**config.mk**
```make
export PLATFORM = sky130hd
export DESIGN_NAME = rr_record_packer
export DESIGN_NICKNAME = d
export VERILOG_FILES = /design/src/rtl/rr_pack_pkg.sv /design/src/rtl/rr_record_packer.sv
export SDC_FILE = /design/constraint.sdc
export NUM_CORES = 1
export LEC_CHECK = 0
export CORE_ASPECT_RATIO = 0.9
export CORE_MARGIN = 2
export CORE_UTILIZATION = 50
export CTS_BUF_LIST = sky130_fd_sc_hd__clkbuf_8
export DETAILED_ROUTE_END_ITERATION = 10
export PLACE_DENSITY = 0.8
export SLEW_MARGIN = 20
export SYNTH_ARGS = -nofsm -noshare
export SYNTH_HDL_FRONTEND = slang
export SYNTH_SLANG_ARGS = --single-unit
```
**constraint.sdc**
```tcl
create_clock -name clk -period 2 [get_ports clk]
set_input_delay 0.4 -clock clk [delete_from_list [all_inputs] [get_ports clk]]
set_output_delay 0.4 -clock clk [all_outputs]
set_load 0.05 [all_outputs]
```
**src/rtl/rr_pack_pkg.sv**
```systemverilog
// Shared types and helpers for the record/replay beat packer.
// Package widths are upper bounds; a packer instance must fit inside them.
package rr_pack_pkg;

  localparam int unsigned DataWidthMax = 32;
  localparam int unsigned RatioMax     = 4;
  localparam int unsigned CntWidthMax  = $clog2(RatioMax + 1);

  typedef logic [CntWidthMax-1:0]           cnt_t;
  typedef logic [DataWidthMax*RatioMax-1:0] beat_t;

  // Clears every dw-wide slot whose index is >= cnt.
  function automatic beat_t zero_unused(input beat_t beat, input cnt_t cnt,
                                        input int unsigned dw);
    beat_t res;
    res = beat;
    for (int unsigned i = 0; i < $bits(beat_t); i++) begin
      if ((i / dw) >= 32'(cnt)) res[i] = 1'b0;
    end
    return res;
  endfunction

endpackage

```
**src/rtl/rr_record_packer.sv**
```systemverilog
// Packs a narrow valid/ready record stream into wide log beats of RATIO records,
// emitting a partial beat (with slot count and last flag) after a flush request.
module rr_record_packer
  import rr_pack_pkg::*;
#(
  parameter int unsigned DATA_WIDTH = 32,
  parameter int unsigned RATIO      = 4
) (
  input  logic                                clk,
  input  logic                                rstn,
  input  logic                                in_valid,
  input  logic [DATA_WIDTH-1:0]               in_data,
  output logic                                in_ready,
  input  logic                                flush,
  output logic                                out_valid,
  output logic [DATA_WIDTH*RATIO-1:0]         out_data,
  output logic [$clog2(RATIO+1)-1:0]          out_cnt,
  output logic                                out_last,
  input  logic                                out_ready,
  output logic                                idle
);

  localparam int unsigned CNT_WIDTH = $clog2(RATIO + 1);
  localparam int unsigned BW        = DATA_WIDTH * RATIO;
  localparam logic [CNT_WIDTH-1:0] FullCnt = CNT_WIDTH'(RATIO);

  logic [BW-1:0]        acc_q, acc_d;
  logic [CNT_WIDTH-1:0] acc_cnt_q, acc_cnt_d, wr_slot;
  logic                 flush_pend_q, flush_pend_d;
  logic [BW-1:0]        out_data_q, out_data_d;
  logic [CNT_WIDTH-1:0] out_cnt_q, out_cnt_d;
  logic                 out_valid_q, out_valid_d;
  logic                 out_last_q, out_last_d;

  logic full, slot_free, emit, insert;

  assign full      = (acc_cnt_q == FullCnt);
  assign slot_free = !out_valid_q || out_ready;
  assign emit      = slot_free && (full || (flush_pend_q && (acc_cnt_q != '0)));
  assign in_ready  = !full || emit;
  assign insert    = in_valid && in_ready;

  always_comb begin
    acc_d     = acc_q;
    acc_cnt_d = acc_cnt_q;
    wr_slot   = acc_cnt_q;
    if (emit) begin
      acc_d     = '0;
      acc_cnt_d = '0;
      wr_slot   = '0;
    end
    if (insert) begin
      for (int unsigned i = 0; i < RATIO; i++) begin
        if (wr_slot == CNT_WIDTH'(i)) acc_d[i*DATA_WIDTH +: DATA_WIDTH] = in_data;
      end
      acc_cnt_d = wr_slot + 1'b1;
    end
  end

  // A flush with nothing buffered and nothing arriving has no records to close,
  // so it is dropped rather than parked; a pending flush on an empty acc retires.
  always_comb begin
    flush_pend_d = flush_pend_q;
    if (flush_pend_q) begin
      if (emit || (acc_cnt_q == '0)) flush_pend_d = 1'b0;
    end else if (flush && ((acc_cnt_q != '0) || insert)) begin
      flush_pend_d = 1'b1;
    end
  end

  always_ff @(posedge clk or negedge rstn) begin
    if (!rstn) begin
      acc_q        <= '0;
      acc_cnt_q    <= '0;
      flush_pend_q <= 1'b0;
    end else begin
      acc_q        <= acc_d;
      acc_cnt_q    <= acc_cnt_d;
      flush_pend_q <= flush_pend_d;
    end
  end

  always_comb begin
    out_data_d  = out_data_q;
    out_cnt_d   = out_cnt_q;
    out_last_d  = out_last_q;
    out_valid_d = out_valid_q;
    if (emit) begin
      out_data_d  = BW'(zero_unused(beat_t'(acc_q), cnt_t'(acc_cnt_q), DATA_WIDTH));
      out_cnt_d   = acc_cnt_q;
      out_last_d  = flush_pend_q;
      out_valid_d = 1'b1;
    end else if (out_ready) begin
      out_valid_d = 1'b0;
    end
  end

  always_ff @(posedge clk or negedge rstn) begin
    if (!rstn) begin
      out_data_q  <= '0;
      out_cnt_q   <= '0;
      out_last_q  <= 1'b0;
      out_valid_q <= 1'b0;
    end else begin
      out_data_q  <= out_data_d;
      out_cnt_q   <= out_cnt_d;
      out_last_q  <= out_last_d;
      out_valid_q <= out_valid_d;
    end
  end

  assign out_valid = out_valid_q;
  assign out_data  = out_data_q;
  assign out_cnt   = out_cnt_q;
  assign out_last  = out_last_q;
  assign idle      = (acc_cnt_q == '0) && !out_valid_q && !flush_pend_q;

endmodule
```
=== Word level (Yosys, flattened, before mapping) ===
Index checks and enable logic that the tools add are counted.

* Eq/ne operators: 4
* Reductions and logical operators: 18
* Magnitude comparators: 4
* Multiplexer cells: 141
* $add $sub $neg: 1

{| class="wikitable"
|+ Operators by type and width
! kind !! count
|-
| $mux W128 || 2
|-
| $mux W1 || 133
|-
| $mux W32 || 4
|-
| $eq A3 B2 Y1 const B || 2
|-
| $ge A1 B3 Y1 const A || 2
|-
| $ge A2 B3 Y1 const A || 2
|-
| $logic_and A1 B1 Y1 || 6
|-
| $logic_not A3 Y1 || 2
|-
| $mux W3 || 2
|-
| $logic_or A1 B1 Y1 || 5
|-
| $add A3 B1 Y3 const B || 1
|-
| $eq A3 B1 Y1 const B || 1
|-
| $eq A3 B3 Y1 const B || 1
|-
| $logic_not A1 Y1 || 3
|-
| $reduce_bool A3 Y1 || 1
|-
| $reduce_bool A2 Y1 || 1
|}

* Register bits after elaboration: 265
* Word-level logic and storage cells: 175
* Output and inout bits: 135
* Input bits: 37

=== Depth between registers and ports, before layout ===
Gate-level depths: netlist of the first run.

* Depth in word-level cells: 10
* Mapped depth: 9
* Gate-level depth less buffers: 8

=== Worst setup path after synthesis of the first run ===
No wires, ideal clock.

* Path kind: reg-to-output
* Start: reg acc_cnt_q[2]
* End: out idle
* Data required time: 1.600 ns
* Path buffers: 3
* Slack: -1.021 ns
* Arrival time: 2.621 ns
* Cell stages (with the launch flop): 6
* Cells stage by stage: dfrtp_1 buf_2 or2_2 clkbuf_1 clkbuf_1 nor4_1

* Word-level cells in the longest chain between the ends: 3

{| class="wikitable"
|+ Ends and longest elaborated chain
! element !! line !! text
|-
| from (decl) || rr_record_packer.sv:28 || <nowiki>logic [CNT_WIDTH-1:0] acc_cnt_q, acc_cnt_d, wr_slot;</nowiki>
|-
| from (signal assigned) || rr_record_packer.sv:78 || <nowiki>acc_cnt_q <= acc_cnt_d;</nowiki>
|-
| $logic_not A3 Y1 || rr_record_packer.sv:116 || <nowiki>assign idle = (acc_cnt_q == '0) && !out_valid_q && !flush_pend_q;</nowiki>
|-
| $logic_and A1 B1 Y1 (2 in series) || rr_record_packer.sv:116 ||
|-
| to (decl) || rr_record_packer.sv:20 || <nowiki>output logic idle</nowiki>
|}

No other way between the ends.

=== Worst setup path in the final report of the first run ===
* Start: reg acc_cnt_q[0]
* End: reg acc_q[122]

* Word-level cells in the longest chain between the ends: 8
* Elaborated cells on any way between the ends: 13
* Those cells by class: eq/ne: 2; mux: 4; reduce/logical: 7

{| class="wikitable"
|+ Ends and longest elaborated chain
! element !! line !! text
|-
| $reduce_bool A3 Y1 || rr_record_packer.sv:39 || <nowiki>assign emit = slot_free && (full || (flush_pend_q && (acc_cnt_q != '0)));</nowiki>
|-
| $logic_and A1 B1 Y1 || rr_record_packer.sv:39 ||
|-
| $logic_or A1 B1 Y1 || rr_record_packer.sv:39 ||
|-
| $logic_and A1 B1 Y1 || rr_record_packer.sv:39 ||
|-
| $mux W3 || -- ||
|-
| $eq A3 B2 Y1 || rr_record_packer.sv:54 || <nowiki>if (wr_slot == CNT_WIDTH'(i)) acc_d[i*DATA_WIDTH +: DATA_WIDTH] = in_data;</nowiki>
|-
| $mux W32 || rr_record_packer.sv:54 ||
|-
| $mux W128 * || rr_record_packer.sv:52 || <nowiki>if (insert) begin</nowiki>
|-
| net acc_d[122] || rr_record_packer.sv:27 || <nowiki>logic [BW-1:0] acc_q, acc_d;</nowiki>
|-
| to (signal assigned) || rr_record_packer.sv:73 || <nowiki>acc_q <= '0;</nowiki>
|-
| to (signal assigned) || rr_record_packer.sv:77 || <nowiki>acc_q <= acc_d;</nowiki>
|-
| to (decl) || rr_record_packer.sv:27 ||
|}

The timed path passes the listed nets; every way through them passes the cells marked *.
A chain may end at the register's enable or synchronous reset.

==> metrics.yaml, run 1 <==
hold_ws_ns: 0.382
period_share: 1.07
critPathMostFrequentCell: "buf_6"
h-tree-depth: 2
cp-end-kind: "flip-flop"
synth.distinct_cells: 36
antenna_found_initial: 0
design_area_um2: 15300
first_iter_violations: 686
clkSlewWorstSetupHoldPaths_ns: 0.07
timing.critical_path.buf_inv: 3
io_buffers: 171
cts_tree: "built"
dieArea_um2: 22900
yosysSeqAreaShare: 0.611
start_util: 0.506
crit_cells: 6
synth_area_leaders: "dfrtp_1, a32o_1, mux2i_1"
status: "finished, violations left"
maxCapViolCount: 0
final_cells: 1435
powerDensity_nw_per_um2: 1960
failed_checks: "setup timing"
syn-instance-count: 835
area_growth_pct: 41.5
slew_viol_final: 0
min_path_type: "in2async"
root_buffer: "clkbuf_8"
grt-ovfl-total: 0
reg2reg_to: "acc_q[122]"
syn_nets: 876
yosys.area.top_type_share: 0.611
grt_pass1_vias: 8449
die_y_um: 144
dpl_worst_slack_ns: -0.831
final_cell_mix: "dfrtp_1, a32o_1, dlygate4sd2_1"
viasPerCell: 5.83
utilization: 0.716
path_cells: "buf_6 -> buf_6 -> or3b_4 -> a21o_4 -> bufbuf_16 -> a32o_1"
finClkSkew_ns: 0.0341
die_w_um: 159
wl_per_cell_um: 22.8
tightestPinTransition_ns: 0.564
period_needed_ns: 2.14
finalWirelength_um: 32700
finalHoldViolations: 0
final_antenna_net_count: 0
post_dp_cell_area_um2: 13400
cts_inserted_buffers: 44
pin_count: 172
numPlacedInstances: 1298
avgSynthCellArea_um2: 13.0
finalSetupViolCount: 220
layout.nets: 1152
first_pass_iters: 4
path_max_fanout: 9
clock_latency_ns: 0.56
clock_sinks: 265
fin_setup_tns_ns: -11.84
worst-setup-path-type: "reg2reg"
worstPathRequired_ns: 2.42
max_stage_delay_ns: 0.46
fin_ws_ns: -0.144
relSlewSlack: 0.625
r2r_start: "acc_cnt_q[0]"
power_leakage_nw: 7.48
clock_path_buffers: 3
dp_hpwl_um: 17800
r2r_slack_ns: -0.14
rsz0062_at_grt: "true"
syn_area_um2: 10800
grt_max_degree: 60
layout-drive-gt1-share: 0.242
grt_pass1_wl_um: 47300
cp.arrival_ns: 2.57
vdd.ir_drop.worst_uv: 1300
rows: 51
core_area_um2: 21400
vias: 8359
path_delay_family: "compound AO/OA/AOI/OAI gates"
final_common_cell: "dfrtp_1"
drcViolationCount: 0
synth_top_area_cell: "dfrtp_1"
rr_worst_depth: 6
max_freq_mhz: 466
power_mw: 30.1
startpoint_type: "flip-flop"
place.gp.congestion: 0.848
grt_util_all_layers: 0.263
antenna_cells: 0
cp_slowest_cell: "or3b_4"
ys_ff_latch: 265
ys.warnings.count: 0
## cells in the mapped netlist
| library cell | n |
|---|---|
| or3_1 | 1 |
| a211oi_2 | 2 |
| nand3_1 | 2 |
| mux2_2 | 4 |
| dfrtp_1 | 265 |
| nand2b_1 | 1 |
| o21ai_0 | 3 |
| nor4_1 | 1 |
| a32o_1 | 129 |
| o2bb2ai_1 | 2 |
| a21oi_1 | 3 |
| and3b_1 | 1 |
| o221a_2 | 1 |
| a31oi_1 | 1 |
| nand2_1 | 103 |
| a211oi_1 | 1 |
| buf_2 | 26 |
| buf_8 | 4 |
| o31ai_1 | 1 |
| or2_2 | 4 |
| nor2b_1 | 4 |
| mux2i_1 | 96 |
| buf_6 | 6 |
| nor3_1 | 1 |
| or3b_4 | 1 |
| a21o_1 | 2 |
| mux2_4 | 30 |
| clkbuf_1 | 28 |
| buf_4 | 5 |
| nor3b_1 | 1 |
| ha_1 | 4 |
| mux2_1 | 1 |
| inv_1 | 98 |
| o311ai_0 | 1 |
| and2_1 | 1 |
| nor2_1 | 1 |
## routing by layer
metal	GRT usage	routed length (um)	up-vias
met5	0	0	-
met4	0.0990	870	0
met3	0.0502	2450	67
met2	0.426	15700	445
met1	0.357	13600	4316
li1	-	-	3531
## cell families (layout without fill, tap and decap cells)
family                     Yosys count  count (layout)  share of synthesized area
AOI/OAI and AO/OA                  146             149                      0.131
adders and majority gates            4               4                    0.00461
buffers and inverters              167             473                     0.0708
DFF                                265             265                      0.611
muxes                              131             131                      0.135
and+or+nand+nor                    122             122                     0.0468
## state kept, by name, indices dropped and copies added, names as in the netlist
| signal | count |
|---|---|
| acc_cnt_q | 3 |
| out_cnt | 3 |
| out_last | 1 |
| acc_q | 128 |
| out_valid | 1 |
| out_data | 128 |
| flush_pend_q | 1 |
## final cells by class
cell class | count | area (um^2)
clock buffers | 56 | 771
clock inverters | 23 | 128
fillers | 1437 | 6100
inverters | 98 | 368
multi-input cells | 406 | 3680
flip-flops and latches | 265 | 6640
well taps | 291 | 364
repair buffers | 296 | 3400
## report_power, final
part / internal [mW] / switching (mW) / total (mW) / leakage [nW]
clock: 2.65 / 2.19 / 4.84 / 0.521
combinational: 7.26 / 9.24 / 16.5 / 3.41
sequential: 7.43 / 1.30 / 8.73 / 3.55
total: 17.3 / 12.7 / 30.1 / 7.48
## worst max path at each step
stage | end | start
final | acc_q[122] | acc_cnt_q[0]
after global routing | acc_q[122] | acc_cnt_q[0]
after CTS | idle | acc_cnt_q[0]
after detailed placement | acc_q[121] | out_ready
after global placement | acc_q[110] | out_ready
after floorplan | idle | acc_cnt_q[2]
## what timing repair did
item,CTS,global route
endpoints found under the setup margin,175,262
setup buffers,13,15
endpoints found under the hold margin,51,0
hold buffers,1,0
pin swaps,37,60
cloned,12,20
resized for setup,143,54
(Power assumes the default switching activity.)
==> run 2, diff against run 1 <==
CELL_PAD_IN_SITES_DETAIL_PLACEMENT = 0   (was default)
CELL_PAD_IN_SITES_GLOBAL_PLACEMENT = 1   (was default)
CORE_MARGIN = default   (was 2)
CORE_UTILIZATION = 41   (was 50)
PLACE_DENSITY = 0.81   (was 0.8)
==> run 2 against run 1 <==
Effect of this change:
- the flow finishes with violations (DRC, setup timing)
- non-clock buffer count increased by 9
- die area rose by 18%
- final cell count grew 5.0%
- critical path type unchanged
- critical endpoint is now out_data[91]
- largest cell class unchanged
==> metrics.yaml, run 2 (synthesis results as in run 1) <==
cp_slowest_cell: "or3b_4"  # unchanged
grt_pass1_wl_um: 47800  # was 47,300 um
failed_checks: "DRC, setup timing"  # was setup timing
combPwrFrac: 0.544  # was 0.549
period_needed_ns: 2.18  # was 2.14 ns
final_cell_mix: "dfrtp_1, a32o_1, dlygate4sd2_1"  # unchanged
path_max_fanout: 7  # was 9
clkSlewWorstSetupHoldPaths_ns: 0.06  # was 0.07 ns
root_buffer: "clkbuf_8"  # unchanged
grt_util_all_layers: 0.228  # was 0.263
p_seq_frac: 0.286  # was 0.290
io_buffers: 171  # unchanged
hold_ws_ns: 0.348  # was 0.382 ns
antenna_found_initial: 0  # unchanged
start_util: 0.417  # was 0.506
finalHoldViolations: 0  # unchanged
slew_viol_final: 0  # unchanged
viasPerCell: 5.34  # was 5.83
path_cells: "buf_6 -> buf_6 -> or3b_4 -> buf_6 -> a21oi_4 -> buf_12 -> buf_12 -> buf_12 -> buf_16 -> mux2i_1"  # was buf_6 -> buf_6 -> or3b_4 -> a21o_4 -> bufbuf_16 -> a32o_1
grt_max_degree: 54  # was 60
clock_path_buffers: 3  # unchanged
die_w_um: 173  # was 159 um
final_common_cell: "dfrtp_1"  # unchanged
status: "finished, violations left"  # unchanged
clock_sinks: 265  # unchanged
cp-end-kind: "flip-flop"  # unchanged
place.gp.congestion: 0.788  # was 0.848
worstPathRequired_ns: 2.46  # was 2.42 ns
max_stage_delay_ns: 0.40  # was 0.46 ns
dieArea_um2: 27100  # was 22,900 um^2
layout-drive-gt1-share: 0.253  # was 0.242
switching_power_mw: 12.6  # was 12.7 mW
finalSetupViolCount: 156  # was 220
period_share: 1.09  # was 1.07
startpoint_type: "flip-flop"  # unchanged
powerDensity_nw_per_um2: 1950  # was 1960 nW/um^2
power.share.clock: 0.170  # was 0.161
power_leakage_nw: 7.53  # was 7.48 nW
dpl_worst_slack_ns: -0.844  # was -0.831 ns
final_antenna_net_count: 0  # unchanged
wl_per_cell_um: 21.0  # was 22.8 um
h-tree-depth: 2  # unchanged
p_sw_frac: 0.415  # was 0.423
reg2reg_to: "out_data[91]"  # was acc_q[122]
dp_hpwl_um: 18000  # was 17,800 um
grt_pass1_vias: 8304  # was 8,449
fin_setup_tns_ns: -10.07  # was -11.84 ns
min_path_type: "in2async"  # unchanged
rr_worst_depth: 10  # was 6
worst-setup-path-type: "reg2reg"  # unchanged
grt-ovfl-total: 0  # unchanged
first_pass_iters: 8  # was 4
intPower_mw: 17.7  # was 17.3 mW
area_growth_pct: 43.3  # was 41.5%
n_fill_cell: 2087  # was 1,437
core_area_um2: 26000  # was 21,400 um^2
rows: 56  # was 51
drcViolationCount: 2  # was 0
r2r_start: "acc_cnt_q[1]"  # was acc_cnt_q[0]
maxCapViolCount: 0  # unchanged
r2r_slack_ns: -0.18  # was -0.14 ns
vdd.ir_drop.worst_uv: 1050  # was 1300 uV
cts_inserted_buffers: 46  # was 44
die_y_um: 156  # was 144 um
relSlewSlack: 0.646  # was 0.625
tightestPinTransition_ns: 0.533  # was 0.564 ns
cts_tree: "built"  # unchanged
max_freq_mhz: 458  # was 466 MHz
pin_count: 172  # unchanged
layout.nets: 1165  # was 1,152
finClkSkew_ns: 0.0119  # was 0.0341 ns
finalWirelength_um: 31700  # was 32,700 um
first_iter_violations: 588  # was 686
rsz0062_at_grt: "true"  # unchanged
fin_ws_ns: -0.182  # was -0.144 ns
cp.arrival_ns: 2.64  # was 2.57 ns
clock_latency_ns: 0.55  # was 0.56 ns
vias: 8045  # was 8,359
antenna_cells: 0  # unchanged
[run 2: critical path: cells and delay by family, from the launching register on]
kind                   cells  cell delay, ns
buffers and inverters      7            0.88
multiplexers               1            0.21
AND/OR/NAND/NOR            1            0.40
flip-flops                 1            0.38
AO/OA/AOI/OAI              1            0.21
[run 2: per-stage QoR]
| step | cells | area [um^2] | utilization | power, mW |
|---|---|---|---|---|
| after floorplan | 835 | 11000 | - | 17.8 |
| after global placement | 1357 | 13400 | 0.516 | 22.1 |
| after detailed placement | 1357 | 13400 | 0.516 | 22.4 |
| after CTS | 1486 | 15100 | 0.580 | 29.2 |
| after global routing | 1507 | 15500 | 0.598 | 31.7 |
| final | 1507 | 15500 | 0.598 | 30.3 |
[run 2: final cells by class]
type	count	area, um^2	area share
Tap cell	348	435	0.0280
Clock buffer	60	826	0.0531
Multi-Input combinational cell	408	3690	0.237
Sequential cell	265	6630	0.427
Clock inverter	23	155	0.00998
Timing Repair Buffer	305	3440	0.221
Inverter	98	368	0.0237
[run 2: what timing repair did]
item,in CTS,in global routing
setup endpoints to repair,290,261
pin swaps,58,38
buffers inserted,31,12
hold buffers,1,0
gates resized for setup,164,63
endpoints found under the hold margin,38,0
cloned,14,17
[run 2: power groups by stage]
| stage | Sequential (mW) | Clock, mW | Combinational [mW] |
|---|---|---|---|
| floorplan | 12.0 | 0 | 5.80 |
| global placement | 8.69 | 0 | 13.4 |
| detailed placement | 8.74 | 0 | 13.6 |
| CTS | 8.65 | 5.26 | 15.2 |
| global route | 8.91 | 5.53 | 17.3 |
| finish | 8.67 | 5.16 | 16.5 |
[run 2: metal layers]
metal,part of all wire,global-route usage
met5,0,0
met4,0.018,0.0603
met1,0.46,0.314
met2,0.47,0.375
met3,0.051,0.0364
[run 2: how the worst max path moves through the flow]
stage	slack [ns]	end	from	cells past startpoint
floorplan	-0.05	idle	acc_cnt_q[2]	5
global placement	-0.73	acc_q[111]	out_ready	9
detailed placement	-0.84	acc_q[105]	out_ready	9
CTS	-0.20	idle	acc_cnt_q[1]	4
global route	-0.25	out_data[94]	acc_cnt_q[1]	10
finish	-0.18	out_data[91]	acc_cnt_q[1]	10
==> run 3, diff against run 2 <==
REMOVE_ABC_BUFFERS = 1   (was default)
SKIP_LAST_GASP = 1   (was default)
SLEW_MARGIN = 10   (was 20)
==> run 3 against run 2 <==
Effect of this change:
- the run ends with setup timing left
- global-route usage shrank 0.55 points
- sequential cell count did not move
- clock power decreased by 11%
- clock skew is 0.0075 ns higher
- total power fell by 3.3%
- sequential power about the same
- critical path depth fell by 5
- non-clock buffer count shrank 9
- routed wire length rose by 1.4%
- final cell count fell by 1.2%
- final area down 1.8%
- critical path type is now reg2out
- largest power group unchanged
==> metrics.yaml, run 3 (synthesis results as in run 1) <==
status: "finished, violations left"  # unchanged
failed_checks: "setup timing"  # was DRC, setup timing
grt_pass1_vias: 8108  # was 8,304
rsz0062_at_grt: "true"  # unchanged
maxCapViolCount: 0  # unchanged
period_needed_ns: 2.22  # was 2.18 ns
min_path_type: "in2async"  # unchanged
grt_max_degree: 64  # was 54
final_cell_mix: "dfrtp_1, a32o_1, dlygate4sd2_1"  # unchanged
worst-setup-path-type: "reg2out"  # was reg2reg
final_common_cell: "dfrtp_1"  # unchanged
cp-end-kind: "output port"  # was flip-flop
viasPerCell: 5.40  # was 5.34
wl_per_cell_um: 21.6  # was 21.0 um
power_leakage_nw: 7.42  # was 7.53 nW
r2r_start: "acc_cnt_q[1]"  # unchanged
h-tree-depth: 2  # unchanged
core_area_um2: 26000  # unchanged
fin_ws_ns: -0.223  # was -0.182 ns
grt_util_all_layers: 0.222  # was 0.228
r2r_slack_ns: -0.21  # was -0.18 ns
cts_tree: "built"  # unchanged
clkSlewWorstSetupHoldPaths_ns: 0.06  # about the same
startpoint_type: "flip-flop"  # unchanged
slew_viol_final: 0  # unchanged
clock_sinks: 265  # unchanged
area_growth_pct: 40.7  # was 43.3%
root_buffer: "clkbuf_8"  # unchanged
powerDensity_nw_per_um2: 1920  # was 1950 nW/um^2
grt-ovfl-total: 0  # unchanged
reg2reg_to: "acc_q[74]"  # was out_data[91]
tightestPinTransition_ns: 0.544  # was 0.533 ns
path_cells: "buf_6 -> or2_4 -> nor4_4 -> buf_4 -> buf_12"  # was buf_6 -> buf_6 -> or3b_4 -> buf_6 -> a21oi_4 -> buf_12 -> buf_12 -> buf_12 -> buf_16 -> mux2i_1
start_util: 0.417  # unchanged
rows: 56  # unchanged
first_pass_iters: 5  # was 8
path_max_fanout: 2  # was 7
fin_setup_tns_ns: -35.71  # was -10.07 ns
timing.critical_path.buf_inv: 3  # was 7
finalWirelength_um: 32100  # was 31,700 um
path_delay_family: "simple AND/OR/NAND/NOR gates"  # was buffers and inverters
max_freq_mhz: 450  # was 458 MHz
drcViolationCount: 0  # was 2
die_y_um: 156  # unchanged
antenna_found_initial: 0  # unchanged
power_mw: 29.3  # was 30.3 mW
first_iter_violations: 711  # was 588
rr_worst_depth: 8  # was 10
clock_latency_ns: 0.56  # was 0.55 ns
vdd.ir_drop.worst_uv: 940  # was 1050 uV
finalHoldViolations: 0  # unchanged
dp_hpwl_um: 17500  # was 18,000 um
layout.nets: 1153  # was 1,165
finalSetupViolCount: 261  # was 156
relSlewSlack: 0.639  # was 0.646
cp_slowest_cell: "dfrtp_1"  # was or3b_4
final_antenna_net_count: 0  # unchanged
period_share: 1.11  # was 1.09
max_stage_delay_ns: 0.40  # about the same
finClkSkew_ns: 0.0194  # was 0.0119 ns
io_buffers: 171  # unchanged
clock_path_buffers: 3  # unchanged
dieArea_um2: 27100  # unchanged
antenna_cells: 0  # unchanged
cts_inserted_buffers: 44  # was 46
layout-drive-gt1-share: 0.232  # was 0.253
pin_count: 172  # unchanged
worstPathRequired_ns: 1.60  # was 2.46 ns
place.gp.congestion: 0.771  # was 0.788
grt_pass1_wl_um: 46900  # was 47,800 um
die_w_um: 173  # unchanged
cp.arrival_ns: 1.82  # was 2.64 ns
vias: 8044  # was 8,045
==> run 3: worst max path at each step <==
stage                             from       endpoint  slack (ns)  cells after the start
after detailed placement     out_ready     acc_q[101]       -0.80                      9
after global routing      acc_cnt_q[1]           idle       -0.29                      5
final                     acc_cnt_q[1]           idle       -0.22                      5
after global placement       out_ready     acc_q[107]       -0.72                      9
after CTS                 acc_cnt_q[2]           idle       -0.36                      5
after floorplan           acc_cnt_q[2]  out_data[100]       -6.65                      3
==> run 3: repair_timing <==
action	CTS	global route
endpoints found under the hold margin	47	0
setup buffers	19	12
gates resized for setup	148	29
setup endpoints to repair	173	225
gates cloned	8	26
pin swaps	7	86
hold buffers	1	0
==> run 3: per-stage QoR <==
step	cell area [um^2]	setup WS (ns)	hold slack, ns	instances	util
floorplan	10400	-6.65	0.104	766	-
global placement	13400	-0.718	0.360	1350	0.514
detailed placement	13400	-0.796	0.358	1350	0.514
CTS	14500	-0.359	0.369	1452	0.559
global route	15300	-0.291	0.392	1489	0.587
finish	15300	-0.223	0.365	1489	0.587
==> run 3: power by group <==
group | switching, mW | internal, mW
sequential | 1.22 | 7.42
clock | 2.14 | 2.47
combinational | 9.11 | 6.97
total | 12.5 | 16.9
==> run 3: layer usage <==
| metal | vias up | wire (um) | track usage |
|---|---|---|---|
| li1 | 3523 | - | - |
| met1 | 4150 | 13800 | 0.306 |
| met2 | 321 | 15300 | 0.361 |
| met3 | 50 | 2370 | 0.0428 |
| met4 | 0 | 690 | 0.0582 |
| met5 | - | 0 | 0 |
==> run 3: area by class of cell <==
| class | instances | area (um^2) |
|---|---|---|
| fill | 2096 | 10700 |
| sequential | 265 | 6630 |
| multi-input combinational | 407 | 3640 |
| timing repair buffer | 296 | 3330 |
| clock buffer | 55 | 757 |
| tap | 348 | 435 |
| inverter | 98 | 368 |
| clock inverter | 20 | 96.3 |
